$ cat config.mk
export PLATFORM = sky130hd
export DESIGN_NAME = data_mem_arbiter
export DESIGN_NICKNAME = d
export VERILOG_FILES = /design/src/rtl/data_mem_arbiter_pkg.sv /design/src/rtl/data_mem_arbiter_rr_picker.sv /design/src/rtl/data_mem_arbiter.sv
export SDC_FILE = /design/constraint.sdc
export NUM_CORES = 1
export LEC_CHECK = 0
export CORE_MARGIN = 4
export CORE_UTILIZATION = 40
export DETAILED_ROUTE_END_ITERATION = 8
export DONT_BUFFER_PORTS = 1
export GPL_TIMING_DRIVEN = 0
export RECOVER_POWER = 25
export SLEW_MARGIN = 20
export SYNTH_ARGS = -nofsm -noshare
export SYNTH_HDL_FRONTEND = slang
export SYNTH_SLANG_ARGS = --single-unit
$ cat constraint.sdc
create_clock -name clk -period 2.5 [get_ports clk]
set_clock_uncertainty 0.2 [all_clocks]
set_input_delay 0.125 -clock clk [delete_from_list [all_inputs] [get_ports clk]]
set_output_delay 0.125 -clock clk [all_outputs]
set_load 0.02 [all_outputs]
$ cat src/rtl/data_mem_arbiter_pkg.sv
// Shared types and defaults for the data memory arbiter.
package data_mem_arbiter_pkg;

  localparam int DEF_NUM_CONSUMERS = 4;
  localparam int DEF_ADDR_BITS     = 8;
  localparam int DEF_DATA_BITS     = 8;

  typedef enum logic [1:0] {
    ST_IDLE       = 2'd0,
    ST_READ_WAIT  = 2'd1,
    ST_WRITE_WAIT = 2'd2,
    ST_RELAY      = 2'd3
  } arbiter_state_t;

  // Channel index width; a single channel still needs one bit.
  function automatic int idx_bits(input int n);
    return (n > 1) ? $clog2(n) : 1;
  endfunction

endpackage

$ cat src/rtl/data_mem_arbiter_rr_picker.sv
// Combinational round-robin selector: first requesting channel at or after i_ptr.
module rr_picker #(
  parameter int NUM_CONSUMERS = 4,
  parameter int IDX_BITS      = 2
) (
  input  logic [NUM_CONSUMERS-1:0] i_req,
  input  logic [IDX_BITS-1:0]      i_ptr,
  output logic                     o_valid,
  output logic [IDX_BITS-1:0]      o_idx
);

  int w_cand;

  // Walk the rotated order backwards so the lowest rotation offset wins last.
  always_comb begin
    o_valid = 1'b0;
    o_idx   = '0;
    w_cand  = 0;
    for (int k = NUM_CONSUMERS - 1; k >= 0; k--) begin
      w_cand = int'(i_ptr) + k;
      if (w_cand >= NUM_CONSUMERS) begin
        w_cand = w_cand - NUM_CONSUMERS;
      end
      if (i_req[IDX_BITS'(w_cand)]) begin
        o_valid = 1'b1;
        o_idx   = IDX_BITS'(w_cand);
      end
    end
  end

endmodule

$ cat src/rtl/data_mem_arbiter.sv
// Shares one data memory port among several LSU channels, one transaction at a time.
//
// state         | meaning
// ST_IDLE       | no transaction; pick next channel round-robin from grant_ptr
// ST_READ_WAIT  | memory read issued, waiting for mem_read_ready
// ST_WRITE_WAIT | memory write issued, waiting for mem_write_ready
// ST_RELAY      | ready pulsed to owner; wait for owner to drop the served valid
module data_mem_arbiter
  import data_mem_arbiter_pkg::*;
#(
  parameter int NUM_CONSUMERS = DEF_NUM_CONSUMERS,
  parameter int ADDR_BITS     = DEF_ADDR_BITS,
  parameter int DATA_BITS     = DEF_DATA_BITS
) (
  input  logic                                   clk,
  input  logic                                   reset,
  input  logic [NUM_CONSUMERS-1:0]               consumer_read_valid,
  input  logic [NUM_CONSUMERS-1:0][ADDR_BITS-1:0] consumer_read_address,
  output logic [NUM_CONSUMERS-1:0]               consumer_read_ready,
  output logic [NUM_CONSUMERS-1:0][DATA_BITS-1:0] consumer_read_data,
  input  logic [NUM_CONSUMERS-1:0]               consumer_write_valid,
  input  logic [NUM_CONSUMERS-1:0][ADDR_BITS-1:0] consumer_write_address,
  input  logic [NUM_CONSUMERS-1:0][DATA_BITS-1:0] consumer_write_data,
  output logic [NUM_CONSUMERS-1:0]               consumer_write_ready,
  output logic                                   mem_read_valid,
  output logic [ADDR_BITS-1:0]                   mem_read_address,
  input  logic                                   mem_read_ready,
  input  logic [DATA_BITS-1:0]                   mem_read_data,
  output logic                                   mem_write_valid,
  output logic [ADDR_BITS-1:0]                   mem_write_address,
  output logic [DATA_BITS-1:0]                   mem_write_data,
  input  logic                                   mem_write_ready
);

  localparam int IDX_BITS = idx_bits(NUM_CONSUMERS);

  arbiter_state_t r_state, w_state_nxt;
  logic [IDX_BITS-1:0] r_grant_ptr, w_grant_ptr_nxt;
  logic [IDX_BITS-1:0] r_owner, w_owner_nxt;
  logic                r_served_read, w_served_read_nxt;
  logic                r_mem_rd_valid, w_mem_rd_valid_nxt;
  logic [ADDR_BITS-1:0] r_mem_rd_addr, w_mem_rd_addr_nxt;
  logic                r_mem_wr_valid, w_mem_wr_valid_nxt;
  logic [ADDR_BITS-1:0] r_mem_wr_addr, w_mem_wr_addr_nxt;
  logic [DATA_BITS-1:0] r_mem_wr_data, w_mem_wr_data_nxt;
  logic [NUM_CONSUMERS-1:0] r_cons_rd_ready, w_cons_rd_ready_nxt;
  logic [NUM_CONSUMERS-1:0] r_cons_wr_ready, w_cons_wr_ready_nxt;
  logic [NUM_CONSUMERS-1:0][DATA_BITS-1:0] r_cons_rd_data, w_cons_rd_data_nxt;

  logic                w_pick_valid;
  logic [IDX_BITS-1:0] w_pick_idx;

  rr_picker #(
    .NUM_CONSUMERS (NUM_CONSUMERS),
    .IDX_BITS      (IDX_BITS)
  ) u_rr_picker (
    .i_req   (consumer_read_valid | consumer_write_valid),
    .i_ptr   (r_grant_ptr),
    .o_valid (w_pick_valid),
    .o_idx   (w_pick_idx)
  );

  // Next-state and next-output decode; consumer readies default low so they only pulse.
  always_comb begin
    w_state_nxt         = r_state;
    w_grant_ptr_nxt     = r_grant_ptr;
    w_owner_nxt         = r_owner;
    w_served_read_nxt   = r_served_read;
    w_mem_rd_valid_nxt  = r_mem_rd_valid;
    w_mem_rd_addr_nxt   = r_mem_rd_addr;
    w_mem_wr_valid_nxt  = r_mem_wr_valid;
    w_mem_wr_addr_nxt   = r_mem_wr_addr;
    w_mem_wr_data_nxt   = r_mem_wr_data;
    w_cons_rd_ready_nxt = '0;
    w_cons_wr_ready_nxt = '0;
    w_cons_rd_data_nxt  = r_cons_rd_data;
    case (r_state)
      ST_IDLE: begin
        if (w_pick_valid) begin
          w_owner_nxt     = w_pick_idx;
          w_grant_ptr_nxt = (w_pick_idx == IDX_BITS'(NUM_CONSUMERS - 1)) ? '0
                                                                         : w_pick_idx + 1'b1;
          if (consumer_read_valid[w_pick_idx]) begin
            w_served_read_nxt  = 1'b1;
            w_mem_rd_valid_nxt = 1'b1;
            w_mem_rd_addr_nxt  = consumer_read_address[w_pick_idx];
            w_state_nxt        = ST_READ_WAIT;
          end else begin
            w_served_read_nxt  = 1'b0;
            w_mem_wr_valid_nxt = 1'b1;
            w_mem_wr_addr_nxt  = consumer_write_address[w_pick_idx];
            w_mem_wr_data_nxt  = consumer_write_data[w_pick_idx];
            w_state_nxt        = ST_WRITE_WAIT;
          end
        end
      end
      ST_READ_WAIT: begin
        if (mem_read_ready) begin
          w_mem_rd_valid_nxt          = 1'b0;
          w_cons_rd_data_nxt[r_owner]  = mem_read_data;
          w_cons_rd_ready_nxt[r_owner] = 1'b1;
          w_state_nxt                 = ST_RELAY;
        end
      end
      ST_WRITE_WAIT: begin
        if (mem_write_ready) begin
          w_mem_wr_valid_nxt          = 1'b0;
          w_cons_wr_ready_nxt[r_owner] = 1'b1;
          w_state_nxt                 = ST_RELAY;
        end
      end
      ST_RELAY: begin
        if (r_served_read ? !consumer_read_valid[r_owner] : !consumer_write_valid[r_owner]) begin
          w_state_nxt = ST_IDLE;
        end
      end
      default: w_state_nxt = ST_IDLE;
    endcase
  end

  // State and registered outputs; reset abandons any transaction in flight.
  always_ff @(posedge clk) begin
    if (reset) begin
      r_state         <= ST_IDLE;
      r_grant_ptr     <= '0;
      r_owner         <= '0;
      r_served_read   <= 1'b0;
      r_mem_rd_valid  <= 1'b0;
      r_mem_rd_addr   <= '0;
      r_mem_wr_valid  <= 1'b0;
      r_mem_wr_addr   <= '0;
      r_mem_wr_data   <= '0;
      r_cons_rd_ready <= '0;
      r_cons_wr_ready <= '0;
      r_cons_rd_data  <= '0;
    end else begin
      r_state         <= w_state_nxt;
      r_grant_ptr     <= w_grant_ptr_nxt;
      r_owner         <= w_owner_nxt;
      r_served_read   <= w_served_read_nxt;
      r_mem_rd_valid  <= w_mem_rd_valid_nxt;
      r_mem_rd_addr   <= w_mem_rd_addr_nxt;
      r_mem_wr_valid  <= w_mem_wr_valid_nxt;
      r_mem_wr_addr   <= w_mem_wr_addr_nxt;
      r_mem_wr_data   <= w_mem_wr_data_nxt;
      r_cons_rd_ready <= w_cons_rd_ready_nxt;
      r_cons_wr_ready <= w_cons_wr_ready_nxt;
      r_cons_rd_data  <= w_cons_rd_data_nxt;
    end
  end

  assign consumer_read_ready  = r_cons_rd_ready;
  assign consumer_read_data   = r_cons_rd_data;
  assign consumer_write_ready = r_cons_wr_ready;
  assign mem_read_valid       = r_mem_rd_valid;
  assign mem_read_address     = r_mem_rd_addr;
  assign mem_write_valid      = r_mem_wr_valid;
  assign mem_write_address    = r_mem_wr_addr;
  assign mem_write_data       = r_mem_wr_data;

endmodule

Word-level counts from Yosys, hierarchy flattened. Cells that the tools add are included.

Bits of input ports: 116. Output and inout bits: 66. Register bits after elaboration: 73. Memories kept: 0. Bits in writable memories: 0. Bits in read-only memories: 0. Bits in latches: 0.

Shift-type cells: 0. Add/sub/neg operators: 8. $mul: 0. Equality and inequality tests: 10. Muxes and demuxes: 58. Div/mod/pow operators: 0. Bitwise logic cells: 6. Order comparisons: 11. Reduce and logical (&&, ||, !) cells: 15.

Operators by type and width (count): binary-select mux 8 bit (select 2 bit) (3); bitwise mux 32 bit (1); two-way mux 8 bit (4); two-way mux 2 bit (14); two-way mux 1 bit (24); demux 8 bit (select 2 bit) (1); < comparator 2 x 4 -> 1 bit (second input constant) (4); binary-select mux 1 bit (select 2 bit) (7); AND reduction 4 bit (3); inequality test 2 bit (second input constant) (5); >= comparator 3 bit (second input constant) (3); one-hot mux 2 bit (4 select lines) (1); subtractor 2 x 1 -> 2 bit (second input constant) (4); adder 2 x 2 -> 3 bit (second input constant) (2); equality test 2 bit (second input constant) (3); < comparator 2 x 3 -> 1 bit (second input constant) (2); AND reduction 3 bit (2); OR reduction 3 bit (2); NOT 1 bit (5); bitwise OR 4 bit (1); one-hot mux 1 bit (2 select lines) (2); AND reduction 2 bit (2); nonzero test 2 bit (2); adder 2 x 1 -> 3 bit (second input constant) (1); 9 further kinds (10).

Depth between registers and ports, before layout. Gate-level depths: netlist of the first run.

Depth in word-level cells: 15. Mapped depth: 9.

By module. A second synthesis of the first run with hierarchy kept.

Cells, all modules: 384. Area total of the unflattened synthesis: 3432.0 µm².

Modules (own cells, without submodules): data_mem_arbiter (cells each 371, seq. area each 1461.4 µm², instances 1, area each 3354.5 µm²); rr_picker (cells each 13, seq. area each 0.0 µm², instances 1, area each 77.6 µm²).

Worst setup path after synthesis of the first run. OpenSTA, ideal clock, no wires.

Kind: reg2reg. Start point: register r_grant_ptr[1]. End point: register r_mem_rd_addr[7] (netlist: mem_read_address[7]). Setup slack: 0.140 ns. Arrival: 2.089 ns. Cell stages (with the launch flop): 10. Cell sequence: dfxtp_1 -> clkbuf_1 -> o21a_1 -> o311a_4 -> o221a_1 -> a32o_1 -> buf_6 -> buf_6 -> a2111o_1 -> a21oi_1.

Cells in the longest elaborated chain, start to end: 13. Elaborated cells on any way between the ends: 40.

RTL lines: start: declaration (RTL line data_mem_arbiter.sv:38) `logic [IDX_BITS-1:0] r_grant_ptr, w_grant_ptr_nxt;`; start signal: assignment (RTL line data_mem_arbiter.sv:138) `r_grant_ptr <= w_grant_ptr_nxt;`; adder 2 x 2 -> 3 bit (RTL line data_mem_arbiter_rr_picker.sv:20) `w_cand = int'(i_ptr) + k;`; >= comparator 3 bit or subtractor 2 x 1 -> 2 bit (tied branches) (RTL line data_mem_arbiter_rr_picker.sv:21, data_mem_arbiter_rr_picker.sv:22); two-way mux 2 bit (RTL line data_mem_arbiter_rr_picker.sv:21) `if (w_cand >= NUM_CONSUMERS) begin`; binary-select mux 1 bit (select 2 bit) (RTL line data_mem_arbiter_rr_picker.sv:24) `if (i_req[IDX_BITS'(w_cand)]) begin`; two-way mux 1 bit (not written as such) (2 in series) (RTL line data_mem_arbiter_rr_picker.sv:24); two-way mux 2 bit (4 in series) (RTL line data_mem_arbiter_rr_picker.sv:24); binary-select mux 1 bit (select 2 bit) (RTL line data_mem_arbiter.sv:83) `if (consumer_read_valid[w_pick_idx]) begin`; two-way mux 1 bit (not written as such) (RTL line data_mem_arbiter.sv:83); AND reduction 3 bit (no source line); end signal: assignment (RTL line data_mem_arbiter.sv:142) `r_mem_rd_addr <= w_mem_rd_addr_nxt;`; end: declaration (RTL line data_mem_arbiter.sv:42) `logic [ADDR_BITS-1:0] r_mem_rd_addr, w_mem_rd_addr_nxt;`.

Several ways; a longest one is shown, not always the timed one. The select of a mux whose other input is x is not followed. A chain may end at the register's enable or synchronous reset.

Worst setup path in the final report of the first run.
Start point: register r_grant_ptr[1]. End point: register r_mem_wr_data[0] (netlist: mem_write_data[0]).

Cells in the longest elaborated chain, start to end: 14. Elaborated cells on any way between the ends: 41.

RTL lines: adder 2 x 2 -> 3 bit (RTL line data_mem_arbiter_rr_picker.sv:20); >= comparator 3 bit or subtractor 2 x 1 -> 2 bit (tied branches) (RTL line data_mem_arbiter_rr_picker.sv:21, data_mem_arbiter_rr_picker.sv:22); two-way mux 2 bit (RTL line data_mem_arbiter_rr_picker.sv:21); binary-select mux 1 bit (select 2 bit) (RTL line data_mem_arbiter_rr_picker.sv:24); two-way mux 1 bit (not written as such) (2 in series) (RTL line data_mem_arbiter_rr_picker.sv:24); two-way mux 2 bit (4 in series) (RTL line data_mem_arbiter_rr_picker.sv:24); binary-select mux 1 bit (select 2 bit) (RTL line data_mem_arbiter.sv:83); two-way mux 1 bit (not written as such) (RTL line data_mem_arbiter.sv:83); NOT 1 bit (no source line); AND reduction 3 bit (no source line); end signal: assignment (RTL line data_mem_arbiter.sv:145) `r_mem_wr_data <= w_mem_wr_data_nxt;`; end: declaration (RTL line data_mem_arbiter.sv:45) `logic [DATA_BITS-1:0] r_mem_wr_data, w_mem_wr_data_nxt;`.

Several ways; a longest one is shown, not always the timed one. The select of a mux whose other input is x is not followed.

==> impl_metrics.env, run 1 <==
export IMPL_via_per_inst=6.02
export IMPL_cts_clk_slew_worst_paths_ns=0.08
export IMPL_clkLatencyLatePin_ns=0.36
export IMPL_n_antenna_cell=0
export IMPL_hold_end="mem_read_address[7]"
export IMPL_cts_sinks=73
export IMPL_leakage_nw=1.84
export IMPL_power_switching_mw=2.50
export IMPL_worstReg2RegStart="r_grant_ptr[1]"
export IMPL_fp_row_count=35
export IMPL_min_path_type="in -> reg"
export IMPL_avgSynthCellArea_um2=7.99
export IMPL_grt_pass1_vias=4243
export IMPL_fin_crit_ns=2.43
export IMPL_hp_start="consumer_read_address[7]"
export IMPL_max_slew_margin_pct=47.9
export IMPL_synth_cells=472
export IMPL_worst_pin_slew_ns=0.776
export IMPL_synth_top_family_by_area="compound AO/OA/AOI/OAI gates"
export IMPL_die_y_um=105
export IMPL_clock_root_buffer="clkbuf_8"
export IMPL_io_buffers=0
export IMPL_antenna_found_initial=0
export IMPL_crit_path_top_delay_cell="o311a_4"
export IMPL_crit_path_start_kind="register"
export IMPL_cts_buffers=9
export IMPL_outcome="finished, final reports clean"
export IMPL_rsz0062_at_grt="no"
export IMPL_rrSetupSlack_ns=0.07
export IMPL_routabilityCongestion=0.841
export IMPL_critPathKind="reg -> reg"
export IMPL_top_layer="met4"
export IMPL_die_x_um=105
export IMPL_synthToLayoutAreaGrowth_pct=37.5
export IMPL_powerDensity_nw_per_um2=1050
export IMPL_crit_arrival_ns=2.46
export IMPL_synth_seq_area_share_pct=38.7
export IMPL_post_synth_fa_ha_maj_area_fraction_pct=1.66
export IMPL_dp_slack_ns=-0.352
export IMPL_grt_pass1_wl_um=21800
export IMPL_drc=0
export IMPL_ant_nets=0
export IMPL_hold_path_depth=3
export IMPL_wl_met2_um=6940
export IMPL_cts_htree_levels=3
export IMPL_drt_pass1_iterations=5
export IMPL_die_area_um2=11100
export IMPL_muxShareOfSynthArea_pct=8.92
export IMPL_route_met3_wl_um=1390
export IMPL_dpl_cell_area_um2=3910
export IMPL_finalMaxSlewViolations=0
export IMPL_core_area_um2=9200
export IMPL_cpMostUsedCell="buf_4"
export IMPL_layout_drive_gt1_share_pct=11.7
export IMPL_synthFlopType="dfxtp_1"
export IMPL_worst_endpoint_required_ns=2.53
export IMPL_p_clk_share_pct=18.1
export IMPL_seqPwrFrac_pct=35.2
export IMPL_fin_util_pct=56.4
export IMPL_ioPinCount=182
export IMPL_synth_edf_count=0
export IMPL_num_vias=4211
export IMPL_track_usage_pct=24.6
export IMPL_cts_max_path_buffers=2
export IMPL_cp_num_cells=8
export IMPL_synth_area_um2=3770
export IMPL_async_reset_ff_share_pct=0
export IMPL_timing_fmax_mhz=411
export IMPL_synth_ff_latch_count=73
export IMPL_setup_viol=0
export IMPL_total_power_mw=5.47
export IMPL_overflow=0
export IMPL_min_period_over_period_pct=97.4
export IMPL_p_comb_share_pct=46.7
export IMPL_drv_cap=0
export IMPL_r2r_cells=8
export IMPL_yosys_warnings=0
export IMPL_p_int_mw=2.97
export IMPL_synthDistinctLibCells=45
export IMPL_grt_max_degree=16
export IMPL_synth_simple_area_share_pct=18.8
export IMPL_crit_path_max_fanout=10
export IMPL_post_route_cell_area_um2=5190
export IMPL_ir_drop_mv=0.588
export IMPL_crit_chain="o21a_4 -> o311a_4 -> buf_4 -> nor2_4 -> buf_4 -> mux2_2 -> o2111ai_1 -> a21oi_1"
export IMPL_crit_buf_inv=2
export IMPL_p_sw_share_pct=45.8
export IMPL_initial_core_util_pct=41.0
export IMPL_drtIter0Drc=313
export IMPL_hpwl_um=9450
export IMPL_m1WireLength_um=5120
export IMPL_layout_nets=705
export IMPL_hold_viol_final=0
export IMPL_tritoncts="yes"
export IMPL_cpPeakStageDelay_ns=0.38
export IMPL_syn_nets=593
export IMPL_fin_ws_ns=0.0654
export IMPL_post_drt_wl_per_cell_um=20.2
export IMPL_synth_compound_area_share_pct=26.5
export IMPL_synth_xor_area_share_pct=0.232
export IMPL_drt_wl_total_um=14100
export IMPL_r2r_end="mem_write_data[0]"
export IMPL_path_delay_family="compound AO/OA/AOI/OAI gates"
export IMPL_tns_ns=0
export IMPL_end_kind="register"
stage by stage:
step | std cells | hold slack, ns
after global placement | 583 | 0.0427
after floorplan | 472 | 0.0394
final | 700 | 0.0231
after global routing | 700 | 0.0262
after detailed placement | 583 | 0.0485
after CTS | 692 | 0.000717
cell usage after synthesis (all sizes together), types with 3 or more instances:
cell	instances	area (um^2)
mux2	17	191
nand3	35	175
a21oi	66	330
a211oi	9	67.6
o21ai	43	215
dfxtp	73	1460
o2111ai	16	140
clkbuf	29	109
a2111o	8	90.1
nor2	18	75.1
and3	9	56.3
inv	6	22.5
and2	3	18.8
buf	11	63.8
nand2	81	304
o22ai	3	18.8
ha	5	62.6
mux2i	10	100
layout make-up:
class	count	area (um^2)
plain buffers	39	184
repair buffers	102	1000
multi-input cells	353	2170
well taps	111	139
clock inverters	7	85.1
fillers	837	4010
inverters	6	22.5
flip-flops and latches	73	1470
clock buffers	9	124
what timing repair did:
item / in CTS / in global routing
gates resized for setup: 10 / 14
setup buffers: 1 / 6
hold buffers: 93 / 2
setup endpoints to repair: 32 / 31
endpoints found under the hold margin: 65 / 1
pin swaps: 1 / 1
power by group through the flow:
stage / Sequential, mW / Combinational [mW] / Clock, mW
final: 1.92 / 2.55 / 0.989
after detailed placement: 1.94 / 2.27 / 0
after global placement: 1.93 / 2.23 / 0
after CTS: 1.93 / 2.43 / 1.00
after floorplan: 1.84 / 1.74 / 0
after global routing: 1.96 / 2.80 / 1.06
sequential cells by signal (all words and copies together) (netlist names), 2 cells and up:
| signal | cells |
|---|---|
| r_owner | 2 |
| consumer_read_data | 32 |
| consumer_write_ready | 4 |
| r_grant_ptr | 2 |
| mem_read_address | 8 |
| mem_write_address | 8 |
| mem_write_data | 8 |
| r_state | 2 |
| consumer_read_ready | 4 |
worst max-delay path by stage:
| stage | to | slack (ns) | from |
|---|---|---|---|
| final | mem_write_data[0] | 0.07 | r_grant_ptr[1] |
| after global routing | mem_write_data[5] | 0.0005 | r_grant_ptr[0] |
| after CTS | mem_read_address[5] | 0.02 | r_grant_ptr[0] |
| after detailed placement | mem_read_address[5] | -0.35 | r_grant_ptr[1] |
| after global placement | mem_write_valid | -0.31 | r_grant_ptr[0] |
| after floorplan | mem_read_address[7] | 0.14 | r_grant_ptr[1] |
worst register-to-register path: stages (launching register included):
cell	delay, ns
dfxtp_4	0.37
o21a_4	0.13
o311a_4	0.38
buf_4	0.15
nor2_4	0.14
buf_4	0.23
mux2_2	0.37
o2111ai_1	0.24
a21oi_1	0.10
logic make-up after synthesis:
group                    Yosys count
buffers and inverters             46
XOR/XNOR                           1
flip-flops                        73
AND/OR/NAND/NOR                  158
adder cells (fa/ha/maj)            5
multiplexers                      29
AO/OA/AOI/OAI                    160
layout by cell type, fill, tap and decap left out, drive strengths merged, types with 2 or more instances in the layout:
| cell type | n |
|---|---|
| dlygate4sd3 | 95 |
| clkinvlp | 2 |
| nand4 | 2 |
| a2111o | 8 |
| inv | 10 |
| o2111ai | 16 |
| or2 | 2 |
| a211oi | 9 |
| dfxtp | 73 |
| o21a | 2 |
| o22ai | 3 |
| nand3b | 2 |
| mux2 | 17 |
| ha | 5 |
| and3 | 9 |
| and2 | 3 |
| nand2 | 81 |
| clkbuf | 37 |
| o21bai | 2 |
| o221ai | 2 |
| mux4 | 2 |
| nand3 | 35 |
| buf | 18 |
| mux2i | 10 |
| o21ai | 43 |
| nor3 | 2 |
| nor2 | 18 |
| a21oi | 66 |
metal layers:
metal | GRT usage (%) | up-vias
met5 | 0 | -
met4 | 12.7 | 0
met3 | 10.3 | 58
met2 | 42.1 | 243
met1 | 25.7 | 1969
li1 | - | 1941
Power figures use the tool's default switching activity.
==> inputs of run 2 (changes only) <==
SYNTH_HIERARCHICAL = 1   (was default)
==> run 2 against run 1 <==
Net effect:
- the run now fails in 4_1_cts
- synthesized cell count down 19%
- synthesized area down 9.1%
==> impl_metrics.env, run 2 <==
export IMPL_yosys_warnings=6
export IMPL_clock_root_buffer="clkbuf_8"
export IMPL_cts_sinks=73
export IMPL_cts_buffers=9
export IMPL_routabilityCongestion=0.794
export IMPL_holdBufCountCts=103
export IMPL_synth_top_cells_by_count="125 x nand2_1, 73 x dfxtp_1, 65 x a21oi_1"
export IMPL_io_buffers=0
export IMPL_die_x_um=101
export IMPL_synth_edf_count=0
export IMPL_fp_row_count=33
export IMPL_outcome="aborted with a tool error"
export IMPL_async_reset_ff_share_pct=0
export IMPL_synth_cells=384
export IMPL_die_y_um=101
export IMPL_tool_error="[ERROR RSZ-0060] Max buffer count reached."
export IMPL_synth_area_um2=3430
export IMPL_synth_ff_latch_count=73
export IMPL_yosys_cell_count_top_type="nand2_1"
export IMPL_synthDistinctLibCells=38
export IMPL_syn_nets=505
export IMPL_synthFlopType="dfxtp_1"
export IMPL_avgSynthCellArea_um2=8.94
export IMPL_cts_htree_levels=3
export IMPL_post_cts_buffers=4
export IMPL_synth_area_leaders="dfxtp_1 43%, mux4_2 17%, nand2_1 14%"
export IMPL_synth_top_area_share_pct=42.6
export IMPL_hpwl_um=7530
export IMPL_ioPinCount=182
export IMPL_cts_max_path_buffers=2
export IMPL_synth_seq_area_share_pct=42.6
export IMPL_haltStage="4_1_cts"
export IMPL_dp_slack_ns=-0.266
export IMPL_initial_core_util_pct=41.4
export IMPL_synth_top_cell_by_area="dfxtp_1"
export IMPL_ctsResizeCount=4
==> run 2: cells by family after synthesis <==
| logic type | Yosys count | share of synthesized area [%] |
|---|---|---|
| muxes | 29 | 18.0 |
| and+or+nand+nor | 168 | 21.0 |
| adders and majority gates | 5 | 1.82 |
| DFF | 73 | 42.6 |
| AOI/OAI and AO/OA | 77 | 12.2 |
| buffers and inverters | 32 | 4.37 |
==> run 2: per-stage QoR <==
stage          TNS (ns)  cells  cell area (um^2)  hold slack (ns)
3_3_place_gp      -3.81    489              3560           0.0637
2_1_floorplan         0    384              3430           0.0610
3_5_place_dp      -5.17    489              3560           0.0677
==> inputs of run 3 (changes only) <==
CORE_UTILIZATION = 25   (was 40)
PLACE_DENSITY_LB_ADDON = 0.15   (was default)
clock period = 3.25 ns   (was 2.5 ns; I/O delays follow)
==> run 3 against run 2 <==
Net effect:
- the flow now finishes without violations
- synthesized area stayed put
- synthesized cell count unchanged
==> impl_metrics.env, run 3 <==
export IMPL_outcome="finished, final reports clean"
export IMPL_cpPeakStageDelay_ns=0.48
export IMPL_die_area_um2=15700
export IMPL_timing_fmax_mhz=356
export IMPL_min_period_over_period_pct=86.5
export IMPL_post_drt_wl_per_cell_um=19.1
export IMPL_worst_endpoint_required_ns=3.24
export IMPL_grt_pass1_vias=2917
export IMPL_grt_max_degree=14
export IMPL_synth_top_cells_by_count="125 x nand2_1, 73 x dfxtp_1, 65 x a21oi_1"
export IMPL_cts_max_path_buffers=2
export IMPL_io_buffers=0
export IMPL_cts_sinks=73
export IMPL_end_kind="register"
export IMPL_layout_nets=528
export IMPL_crit_path_max_fanout=10
export IMPL_drt_wl_total_um=11300
export IMPL_rrSetupSlack_ns=0.44
export IMPL_crit_path_start_kind="register"
export IMPL_synth_cells=384
export IMPL_crit_arrival_ns=2.80
export IMPL_layout_common_cells="125 x nand2_1, 73 x dfxtp_1, 65 x a21oi_1, 26 x mux4_2, 16 x clkbuf_1"
export IMPL_synth_top_area_share_pct=42.6
export IMPL_ir_drop_mv=0.423
export IMPL_max_slew_margin_pct=37.1
export IMPL_path_delay_family="buffers and inverters"
export IMPL_overflow=0
export IMPL_hpwl_um=8790
export IMPL_via_per_inst=4.98
export IMPL_whs_ns=0.0129
export IMPL_rsz0062_at_grt="no"
export IMPL_synthToLayoutAreaGrowth_pct=19.0
export IMPL_drtIter0Drc=182
export IMPL_fin_util_pct=30.6
export IMPL_ioPinCount=182
export IMPL_syn_nets=505
export IMPL_post_route_cell_area_um2=4080
export IMPL_min_path_type="in -> reg"
export IMPL_worst_pin_slew_ns=0.936
export IMPL_crit_buf_inv=3
export IMPL_clkLatencyLatePin_ns=0.34
export IMPL_largest_reg_flops=32
export IMPL_track_usage_pct=14.4
export IMPL_die_x_um=125
export IMPL_synth_area_um2=3430
export IMPL_yosys_cell_count_top_type="nand2_1"
export IMPL_hold_viol_final=0
export IMPL_synth_area_leaders="dfxtp_1 43%, mux4_2 17%, nand2_1 14%"
export IMPL_cts_buffers=9
export IMPL_layout_commonest_cell="nand2_1"
export IMPL_drc=0
export IMPL_cts_clk_slew_worst_paths_ns=0.06
export IMPL_crit_path_top_delay_cell="mux4_2"
export IMPL_setup_viol=0
export IMPL_synth_seq_area_share_pct=42.6
export IMPL_cpMostUsedCell="buf_6"
export IMPL_initial_core_util_pct=25.7
export IMPL_grt_pass1_wl_um=17400
export IMPL_ant_nets=0
export IMPL_post_cts_buffers=0
export IMPL_crit_chain="nor3b_1 -> a211oi_1 -> nor2_1 -> clkbuf_1 -> mux4_2 -> or2_1 -> buf_6 -> buf_6 -> nand2_1 -> a21oi_1"
export IMPL_fp_row_count=42
export IMPL_yosys_warnings=6
export IMPL_layout_drive_gt1_share_pct=15.0
export IMPL_synth_edf_count=0
export IMPL_core_area_um2=13300
export IMPL_drt_pass1_iterations=4
export IMPL_synth_ff_latch_count=73
export IMPL_die_y_um=125
export IMPL_drv_cap=0
export IMPL_leakage_nw=1.37
export IMPL_synth_top_cell_by_area="dfxtp_1"
export IMPL_cts_htree_levels=3
export IMPL_synthFlopType="dfxtp_1"
export IMPL_nFillCells=1441
export IMPL_powerDensity_nw_per_um2=932
export IMPL_fin_crit_ns=2.81
export IMPL_avgSynthCellArea_um2=8.94
export IMPL_dpl_cell_area_um2=3650
export IMPL_routabilityCongestion=0.765
export IMPL_synthDistinctLibCells=38
export IMPL_critPathKind="reg -> reg"
export IMPL_tritoncts="yes"
export IMPL_num_vias=2931
export IMPL_clock_root_buffer="clkbuf_16"
export IMPL_antenna_found_initial=2
export IMPL_async_reset_ff_share_pct=0
export IMPL_tns_ns=0
export IMPL_finalMaxSlewViolations=0
[run 3: worst min-delay path: stages]
cell,delay (ns)
mux4_2,0.20
nand2_1,0.05
a21oi_1,0.10
[run 3: final timing paths]
check,cells after the start,to,start
min reg2reg,2,r_served_read,r_served_read
min,3,mem_write_address[6],consumer_write_address[6]
max,10,mem_write_address[7],r_grant_ptr[0]
max reg2reg,10,mem_write_address[7],r_grant_ptr[0]
[run 3: final cells by class]
class / count / area [um^2] / share of cell area, %
tap: 176 / 220 / 5.39
multi-input combinational: 279 / 1830 / 44.7
clock buffer: 10 / 239 / 5.85
timing repair buffer: 12 / 120 / 2.94
sequential: 73 / 1460 / 35.8
antenna: 1 / 2.50 / 0.0613
buffer: 27 / 131 / 3.22
inverter: 5 / 18.8 / 0.460
clock inverter: 6 / 65.1 / 1.59
[run 3: what timing repair did]
action	CTS	global route
hold buffers	12	0
endpoints found under the hold margin	39	0
resized for setup	0	0
[run 3: kinds of logic (layout without fill, tap and decap cells)]
group                      Yosys count  in the layout  synth area share, %
AOI/OAI and AO/OA                   77             77                 12.2
adders and majority gates            5              5                 1.82
buffers and inverters               32             60                 4.37
DFF                                 73             73                 42.6
muxes                               29             29                 18.0
other                                0              1                    0
and+or+nand+nor                    168            168                 21.0
[run 3: where the power goes]
group	switching, mW	total (mW)	leakage (nW)	internal, mW
logic	0.751	1.40	0.629	0.652
clock network	0.400	1.02	0.149	0.616
registers	0.314	1.39	0.593	1.07
[run 3: stage by stage]
stage / total power [mW] / worst slack (ns) / std cells
floorplan: 2.48 / 0.743 / 384
global placement: 2.79 / 0.387 / 560
global route: 4.08 / 0.197 / 589
finish: 3.81 / 0.439 / 589
detailed placement: 2.82 / 0.321 / 560
CTS: 3.87 / 0.418 / 588
[run 3: metal layers]
metal | global-route usage [%] | wire (um) | up-vias
li1 | - | - | 1387
met3 | 6.48 | 1050 | 15
met2 | 23.8 | 5660 | 118
met5 | 0 | 8 | -
met1 | 16.6 | 4380 | 1409
met4 | 5.23 | 156 | 2
